===== src/rtl/ks_pkg.sv =====
// Shared types and character constants for the arcfour key search controller.
package ks_pkg;
   typedef enum logic [2:0] {IDLE, LAUNCH, RUN, ABORT, NEXT, FOUND, FAIL} ks_state_t;

   localparam logic [7:0] CHAR_LO = 8'h61;
   localparam logic [7:0] CHAR_HI = 8'h7A;
   localparam logic [7:0] CHAR_SP = 8'h20;
endpackage


===== src/rtl/printable_check.sv =====
// Combinational test: is a decrypted byte a lowercase letter or a space.
module printable_check
   import ks_pkg::*;
(
   input  logic [7:0] byte_i,
   output logic       valid_o
);
   assign valid_o = ((byte_i >= CHAR_LO) && (byte_i <= CHAR_HI)) || (byte_i == CHAR_SP);
endmodule


===== src/rtl/key_search_ctrl.sv =====
// Brute-force key scheduler for arcfour: launches keys, snoops A RAM writes, stops on a clean message.
// Build option EARLY_ABORT_EN: abort arcfour on the first invalid byte instead of waiting for finish.
module key_search_ctrl
   import ks_pkg::*;
#(
   parameter int              KEY_W   = 24,
   parameter logic [KEY_W-1:0] KEY_MIN = '0,
   parameter logic [KEY_W-1:0] KEY_MAX = KEY_W'(24'h3FFFFF),
   parameter int              MSG_LEN = 32
) (
   input  logic             clk,
   input  logic             reset,
   input  logic             start,
   output logic [KEY_W-1:0] key,
   output logic             rc_start,
   output logic             rc_reset,
   input  logic             rc_finished,
   input  logic             a_wren,
   input  logic [7:0]       a_addr,
   input  logic [7:0]       a_data,
   output logic             busy,
   output logic             found,
   output logic             exhausted
);
   localparam logic [8:0] MSG_LEN_W = 9'(MSG_LEN);

   ks_state_t        state_q, state_d;
   logic [KEY_W-1:0] key_q, key_d;
   logic             bad_q, bad_d;
   logic             rc_start_q, busy_q, found_q, exhausted_q;
   logic             byte_valid, byte_bad;

   printable_check u_check (
      .byte_i  (a_data),
      .valid_o (byte_valid)
   );

   // Writes beyond the message are scratch data and must not condemn a key.
   assign byte_bad = a_wren && ({1'b0, a_addr} < MSG_LEN_W) && !byte_valid;

   always_comb begin
      state_d = state_q;
      key_d   = key_q;
      bad_d   = bad_q;
      unique case (state_q)
         IDLE, FOUND, FAIL: begin
            if (start) begin
               key_d   = KEY_MIN;
               state_d = LAUNCH;
            end
         end
         LAUNCH: begin
            bad_d   = 1'b0;
            state_d = RUN;
         end
         RUN: begin
            if (byte_bad) bad_d = 1'b1;
            if (rc_finished) begin
               state_d = (bad_q || byte_bad) ? NEXT : FOUND;
            end
`ifdef EARLY_ABORT_EN
            else if (byte_bad) begin
               state_d = ABORT;
            end
`endif
         end
         ABORT: state_d = NEXT;
         NEXT: begin
            if (key_q == KEY_MAX) begin
               state_d = FAIL;
            end else begin
               key_d   = key_q + KEY_W'(1);
               state_d = LAUNCH;
            end
         end
         default: state_d = IDLE;
      endcase
   end

   // Outputs are decoded from the next state so every one leaves a flop.
   always_ff @(posedge clk) begin
      if (reset) begin
         state_q     <= IDLE;
         key_q       <= KEY_MIN;
         bad_q       <= 1'b0;
         rc_start_q  <= 1'b0;
         busy_q      <= 1'b0;
         found_q     <= 1'b0;
         exhausted_q <= 1'b0;
      end else begin
         state_q     <= state_d;
         key_q       <= key_d;
         bad_q       <= bad_d;
         rc_start_q  <= (state_d == LAUNCH);
         busy_q      <= (state_d == LAUNCH) || (state_d == RUN) ||
                        (state_d == ABORT)  || (state_d == NEXT);
         found_q     <= (state_d == FOUND);
         exhausted_q <= (state_d == FAIL);
      end
   end

`ifdef EARLY_ABORT_EN
   logic rc_reset_q;
   always_ff @(posedge clk) begin
      if (reset) rc_reset_q <= 1'b0;
      else       rc_reset_q <= (state_d == ABORT);
   end
   assign rc_reset = rc_reset_q;
`else
   assign rc_reset = 1'b0;
`endif

   assign key       = key_q;
   assign rc_start  = rc_start_q;
   assign busy      = busy_q;
   assign found     = found_q;
   assign exhausted = exhausted_q;
endmodule


===== config.mk =====
export PLATFORM = sky130hd
export DESIGN_NAME = key_search_ctrl
export DESIGN_NICKNAME = d
export VERILOG_FILES = /design/src/rtl/ks_pkg.sv /design/src/rtl/printable_check.sv /design/src/rtl/key_search_ctrl.sv
export SDC_FILE = /design/constraint.sdc
export NUM_CORES = 1
export LEC_CHECK = 0
export BUFFER_PORTS_ARGS = -buffer_cell sky130_fd_sc_hd__buf_2
export CORE_MARGIN = 3
export CORE_UTILIZATION = 56
export CTS_CLUSTER_DIAMETER = 60
export DETAILED_ROUTE_END_ITERATION = 7
export GPL_TIMING_DRIVEN = 0
export PLACE_DENSITY = 0.85
export REMOVE_ABC_BUFFERS = 1
export SETUP_SLACK_MARGIN = 0.2
export SLEW_MARGIN = 20
export SYNTH_ARGS = -nofsm -noshare
export SYNTH_HDL_FRONTEND = slang
export SYNTH_SLANG_ARGS = --single-unit

===== constraint.sdc =====
create_clock -name clk -period 3.2 [get_ports clk]
set_clock_uncertainty 0.05 [all_clocks]
set_input_delay 0.32 -clock clk [delete_from_list [all_inputs] [get_ports clk]]
set_output_delay 0.32 -clock clk [all_outputs]
set_load 0.1 [all_outputs]

==> results.ini, run 1 <==
[cts]
tritoncts=built
cts_max_level=2
cts_sinks=32
postCtsResizedCells=0
root_buffer=clkbuf_4
clk_latency_ns=0.33
clockBufferDepth=2
clk_pin_slew_ns=0.09
cts_setup_buffers=0
ctsHoldBuffers=0
numCtsBuffers=5

[sta]
slew_viol_final=0
fmax_ghz=0.435
setup_viol=0
tns_ns=0
rsz0062_at_grt=no
worst_slew_pin_slew_ns=0.779
relSlewSlack=0.480
min_period_ns=2.30
hold_viol=0
finalCritPeriodShare=0.719

[power_and_ir_drop]
powerDensity_nw_per_um2=378
peakVddDrop_v=0.000257
p_leak_uw=0.000767

[synthesis]
synthFlopType=dfxtp_1
ys_ff_latch=32
synth-simple-area-share=0.369
synth-compound-area-share=0.0956
synth_fa_ha_area_frac=0.00693
synth-edff-count=0
yosysWarnings=0
async_flop_share=0
synthMuxAreaShare=0.0111
syn_inst=208
postSynthAreaPerCell_um2=8.69
yosys.area_share.xor_xnor=0.116
synth.distinct_cells=49
netlist_area_um2=1810
synth_top_family_by_area=simple AND/OR/NAND/NOR gates
synth_seq_area_share=0.355

[cells_and_area]
fin_area_um2=2070
nFillCells=246
area_growth_pct=14.4
layout_common_cells=buf_2, dfxtp_1, nor2_1
drive_above_1_share=0.279
multi_input_area_um2=1090
fin_cells=289
regArea_um2=641
final_common_cell=buf_2
layout.nets=269
num_antenna_cells=0
utilization=0.707

[floorplanning]
die_x_um=62.8
die-height_um=62.8
initial_core_util=0.618
ios=50
die-area_um2=3940
core.rowCount=19
core_um2=2920

[drt]
antenna_left=0
drt_iter0_markers=117
vias=1587
drc=0
wl_um=3720
viasPerCell=5.49
first_pass_iters=4
avgRoutedWirePerCell_um=12.9

[global_route]
grt_util_all_layers=0.206
grt_pass1_vias=1464
gr-total-overflow=0
grt_max_degree=23
antenna_found_initial=0
grt_pass1_wl_um=6570

[placed_design]
dp_hpwl_um=2750
place_area_um2=2000
gp_congestion=0.808
portBuffers=43
placed_cells=282

[min_path]
hp-class=in -> reg

[status]
status=complete, no violations

[setup_path]
crit_path_start_kind=flip-flop
critical_path_required_ns=3.36
crit_fanout=14
path_class=reg -> reg
cp-end-kind=flip-flop
crit_arrival_ns=2.46

[flow_run]
cap_violations=0

cells by family after synthesis:
logic type / count (synthesis)
buf+inv: 13
xor+xnor: 24
compound gates: 24
flops: 32
other cells: 1
simple gates: 111
fa+ha+maj: 1
mux: 2
routing by layer:
| layer | share of wire | global-route usage |
|---|---|---|
| met5 | 0 | 0 |
| met4 | 0.015 | 0.113 |
| met3 | 0.038 | 0.0414 |
| met2 | 0.46 | 0.310 |
| met1 | 0.49 | 0.275 |
critical path, stage by stage (launching register included):
cell and delay (ns):
dfxtp_1 0.42, ha_1 0.25, nand4_1 0.17, nor4b_1 0.53, and3_4 0.40, or4_4 0.16, xor2_1 0.14, nor2_1 0.05
area by class of cell:
type,count,area share
inverters,2,0.00363
flip-flops and latches,32,0.310
clock buffers,7,0.0315
well taps,42,0.0254
repair buffers,43,0.104
multi-input cells,163,0.525
synth_stat cells (2+ instances only):
master	count	area [µm²]
nand3_1	10	50.1
nor4_2	8	100
nand4_1	6	37.5
mux2i_1	2	20.0
nand2b_1	3	18.8
a21o_1	2	15.0
nand2_1	15	56.3
xnor2_1	17	149
a21oi_1	6	30.0
nor4_1	4	25.0
nor2b_1	3	18.8
or4_4	2	22.5
buf_4	2	15.0
buf_6	3	33.8
xor2_1	7	61.3
o21ai_0	3	15.0
and4_1	2	17.5
nor2_1	31	116
or3_1	4	25.0
nor3_1	8	40.0
nor4b_1	3	26.3
a31oi_1	2	12.5
dfxtp_1	32	641
clkbuf_1	5	18.8
inv_1	2	7.51
o21a_1	3	22.5
per-stage QoR:
stage               hold slack, ns  worst slack, ns  total power, µW
CTS                          0.233            0.947              785
global placement             0.434             1.00              533
global route                 0.264            0.733              817
floorplan                    0.339            0.463              506
finish                       0.250            0.899              781
detailed placement           0.438            0.982              534
where the power goes:
group          switching, µW  internal [µW]  total [µW]
sequential              9.32            405         414
clock                    131            124         255
combinational           81.6           30.1         112
total                    222            559         781
state kept, by name, summed over array words and instances, names as in the netlist:
| register | cells |
|---|---|
| found | 1 |
| state_q | 3 |
| bad_q | 1 |
| key | 24 |
| rc_start | 1 |
| exhausted | 1 |
| busy | 1 |
path summary, 6_finish.rpt:
check	endpoint	startpoint	slack (ns)	cells past startpoint
setup / recovery	key[8]	key[0]	0.90	7
hold / removal	key[1]	reset	0.25	2
setup reg to reg	key[8]	key[0]	0.90	7
hold reg to reg	key[1]	key[1]	0.45	2
Note: power is estimated with default switching activity, not from simulation.
==> run 2, diff against run 1 <==
--- a/config.mk
+++ b/config.mk
@@ -5,13 +5,14 @@
 export SDC_FILE = /design/constraint.sdc
 export NUM_CORES = 1
 export LEC_CHECK = 0
+export ABC_AREA = 1
 export BUFFER_PORTS_ARGS = -buffer_cell sky130_fd_sc_hd__buf_2
 export CORE_MARGIN = 3
-export CORE_UTILIZATION = 56
+export CORE_UTILIZATION = 53
 export CTS_CLUSTER_DIAMETER = 60
 export DETAILED_ROUTE_END_ITERATION = 7
 export GPL_TIMING_DRIVEN = 0
-export PLACE_DENSITY = 0.85
+export PLACE_DENSITY = 0.79
 export REMOVE_ABC_BUFFERS = 1
 export SETUP_SLACK_MARGIN = 0.2
 export SLEW_MARGIN = 20
==> constraint.sdc (replaced) <==
create_clock -name clk -period 2.31 [get_ports clk]
set_clock_uncertainty 0.05 [all_clocks]
set_input_delay 0.231 -clock clk [delete_from_list [all_inputs] [get_ports clk]]
set_output_delay 0.231 -clock clk [all_outputs]
set_load 0.1 [all_outputs]
==> results.ini, run 2 <==
[synthesis]
synth-simple-area-share=0.460
synth_fa_ha_area_frac=0.00620
syn_inst=305
synth-compound-area-share=0.117
yosysWarnings=0
synth_seq_area_share=0.317
post-synth-top-area-fraction=0.317
synthMuxAreaShare=0
synth.distinct_cells=34
netlist_area_um2=2020
ys_ff_latch=32
async_flop_share=0
synth_most_common_cell=nand2_1
yosys.area_share.xor_xnor=0.0130
synthFlopType=dfxtp_1
synth_top_family_by_area=simple AND/OR/NAND/NOR gates
synth_area_leaders=dfxtp_1, nand2_1, nor2_1
synth-edff-count=0
synthTopCellsByCount=nand2_1, nor2_1, dfxtp_1, inv_1, nand3_1
postSynthAreaPerCell_um2=6.62
synth_top_area_cell=dfxtp_1

[global_route]
antenna_found_initial=0
grt_pass1_vias=1789
grt_pass1_wl_um=7740
grt_util_all_layers=0.224
grt_max_degree=19
gr-total-overflow=0

[cts]
clk_latency_ns=0.28
tritoncts=built
clockBufferDepth=2
cts_max_level=2
cts_sinks=32
numCtsBuffers=5
root_buffer=clkbuf_8
clk_pin_slew_ns=0.06

[floorplanning]
die-area_um2=4580
core.rowCount=21
initial_core_util=0.578
die_x_um=67.7
core_um2=3490
ios=50
die-height_um=67.7

[cells_and_area]
fin_area_um2=2330
largest_reg_flops=24
final_common_cell=nand2_1
num_antenna_cells=0
fin_cells=395
nFillCells=331
layout_common_cells=nand2_1, nor2_1, buf_2
layout.nets=371
drive_above_1_share=0.269
area_growth_pct=15.6

[sta]
finalCritPeriodShare=0.845
setup_slack_ns=0.358
slew_viol_final=0
tns_ns=0
hold_viol=0
rsz0062_at_grt=no
min_period_ns=1.95
setup_viol=0
fmax_ghz=0.512

[power_and_ir_drop]
p_leak_uw=0.00104
powerDensity_nw_per_um2=572
peakVddDrop_v=0.000547
power_uw=1330

[placed_design]
dp_slack_ns=0.220
portBuffers=43
dp_hpwl_um=3480
gp_congestion=0.914
placed_cells=388
place_area_um2=2240

[setup_path]
critical_path_required_ns=2.44
cp-end-kind=flip-flop
crit_arrival_ns=2.08
crit_fanout=18
rr_worst_depth=11
path_class=reg -> reg
crit_path_start_kind=flip-flop

[drt]
drc=0
drt_iter0_markers=204
vias=2034
antenna_left=0
wl_um=4590
first_pass_iters=4
viasPerCell=5.15
avgRoutedWirePerCell_um=11.6

[flow_run]
cap_violations=0

[status]
status=complete, no violations

[min_path]
hold_depth=5
hp-class=in -> reg

[run 2: changes by cell type after synthesis, sizes merged, moves of 4 or more]
cell and change:
inv +31, xnor2 -17, or3 -4, nand2 +75, a21oi +17, xor2 -4, nand3 +9, nor2 +25
o21ai +7, nor4 -11
[run 2: path summary, 6_finish.rpt]
check | slack, ns | from | end
worst min register to register | 0.43 | bad_q | bad_q
worst min-delay path | 0.28 | a_addr[6] | bad_q
worst max-delay path | 0.36 | key[0] | key[14]
worst max register to register | 0.36 | key[0] | key[14]
[run 2: power by group]
part	leakage [µW]	total [µW]	internal, µW	switching (µW)
Combinational	0.000742	340	77.5	263
Clock	0.0000410	398	204	194
Sequential	0.000259	595	574	20.8
[run 2: logic make-up (layout without fill, tap and decap cells)]
| kind of cell | count (synthesis) | in the layout |
|---|---|---|
| AOI/OAI and AO/OA | 38 | 38 |
| xor gates and xnor gates | 3 | 3 |
| adders and majority gates | 1 | 1 |
| buffers and inverters | 39 | 83 |
| DFF | 32 | 32 |
| other | 1 | 1 |
| and+or+nand+nor | 191 | 191 |
[run 2: layout make-up]
| class | instances | area [µm²] | area share |
|---|---|---|---|
| clock buffer | 6 | 72.6 | 0.0311 |
| clock inverter | 1 | 5.00 | 0.00215 |
| inverter | 33 | 124 | 0.0531 |
| multi-input combinational | 234 | 1220 | 0.521 |
| sequential | 32 | 642 | 0.275 |
| tap | 46 | 57.6 | 0.0247 |
| timing repair buffer | 43 | 215 | 0.0923 |
[run 2: worst max-delay path, cell delays in order (launching register included)]
cell and delay (ns):
dfxtp_2 0.39, ha_1 0.25, inv_1 0.11, nor2_4 0.16
nand2_4 0.08, nor2_8 0.14, nand3_4 0.13, nand2_8 0.19
nor2_2 0.06, or2_0 0.19, nand2_1 0.06, nor2_1 0.04
[run 2: through the flow]
stage          hold WS [ns]   util
2_1_floorplan         0.243      -
3_3_place_gp          0.405  0.642
3_5_place_dp          0.411  0.642
4_1_cts               0.274  0.665
5_1_grt               0.311  0.667
6_report              0.280  0.667
[run 2: metal layers]
layer  part of all wire  vias up  track usage
li1                   -     1066            -
met4              0.019        0        0.106
met3              0.078        9       0.0516
met5                  0        -            0
met1               0.47      892        0.292
met2               0.43       67        0.346
[run 2: timing repair]
action,in CTS,in global routing
setup endpoints to repair,0,10
gates resized for setup,0,2
hold buffers,0,0
buffers inserted,0,0
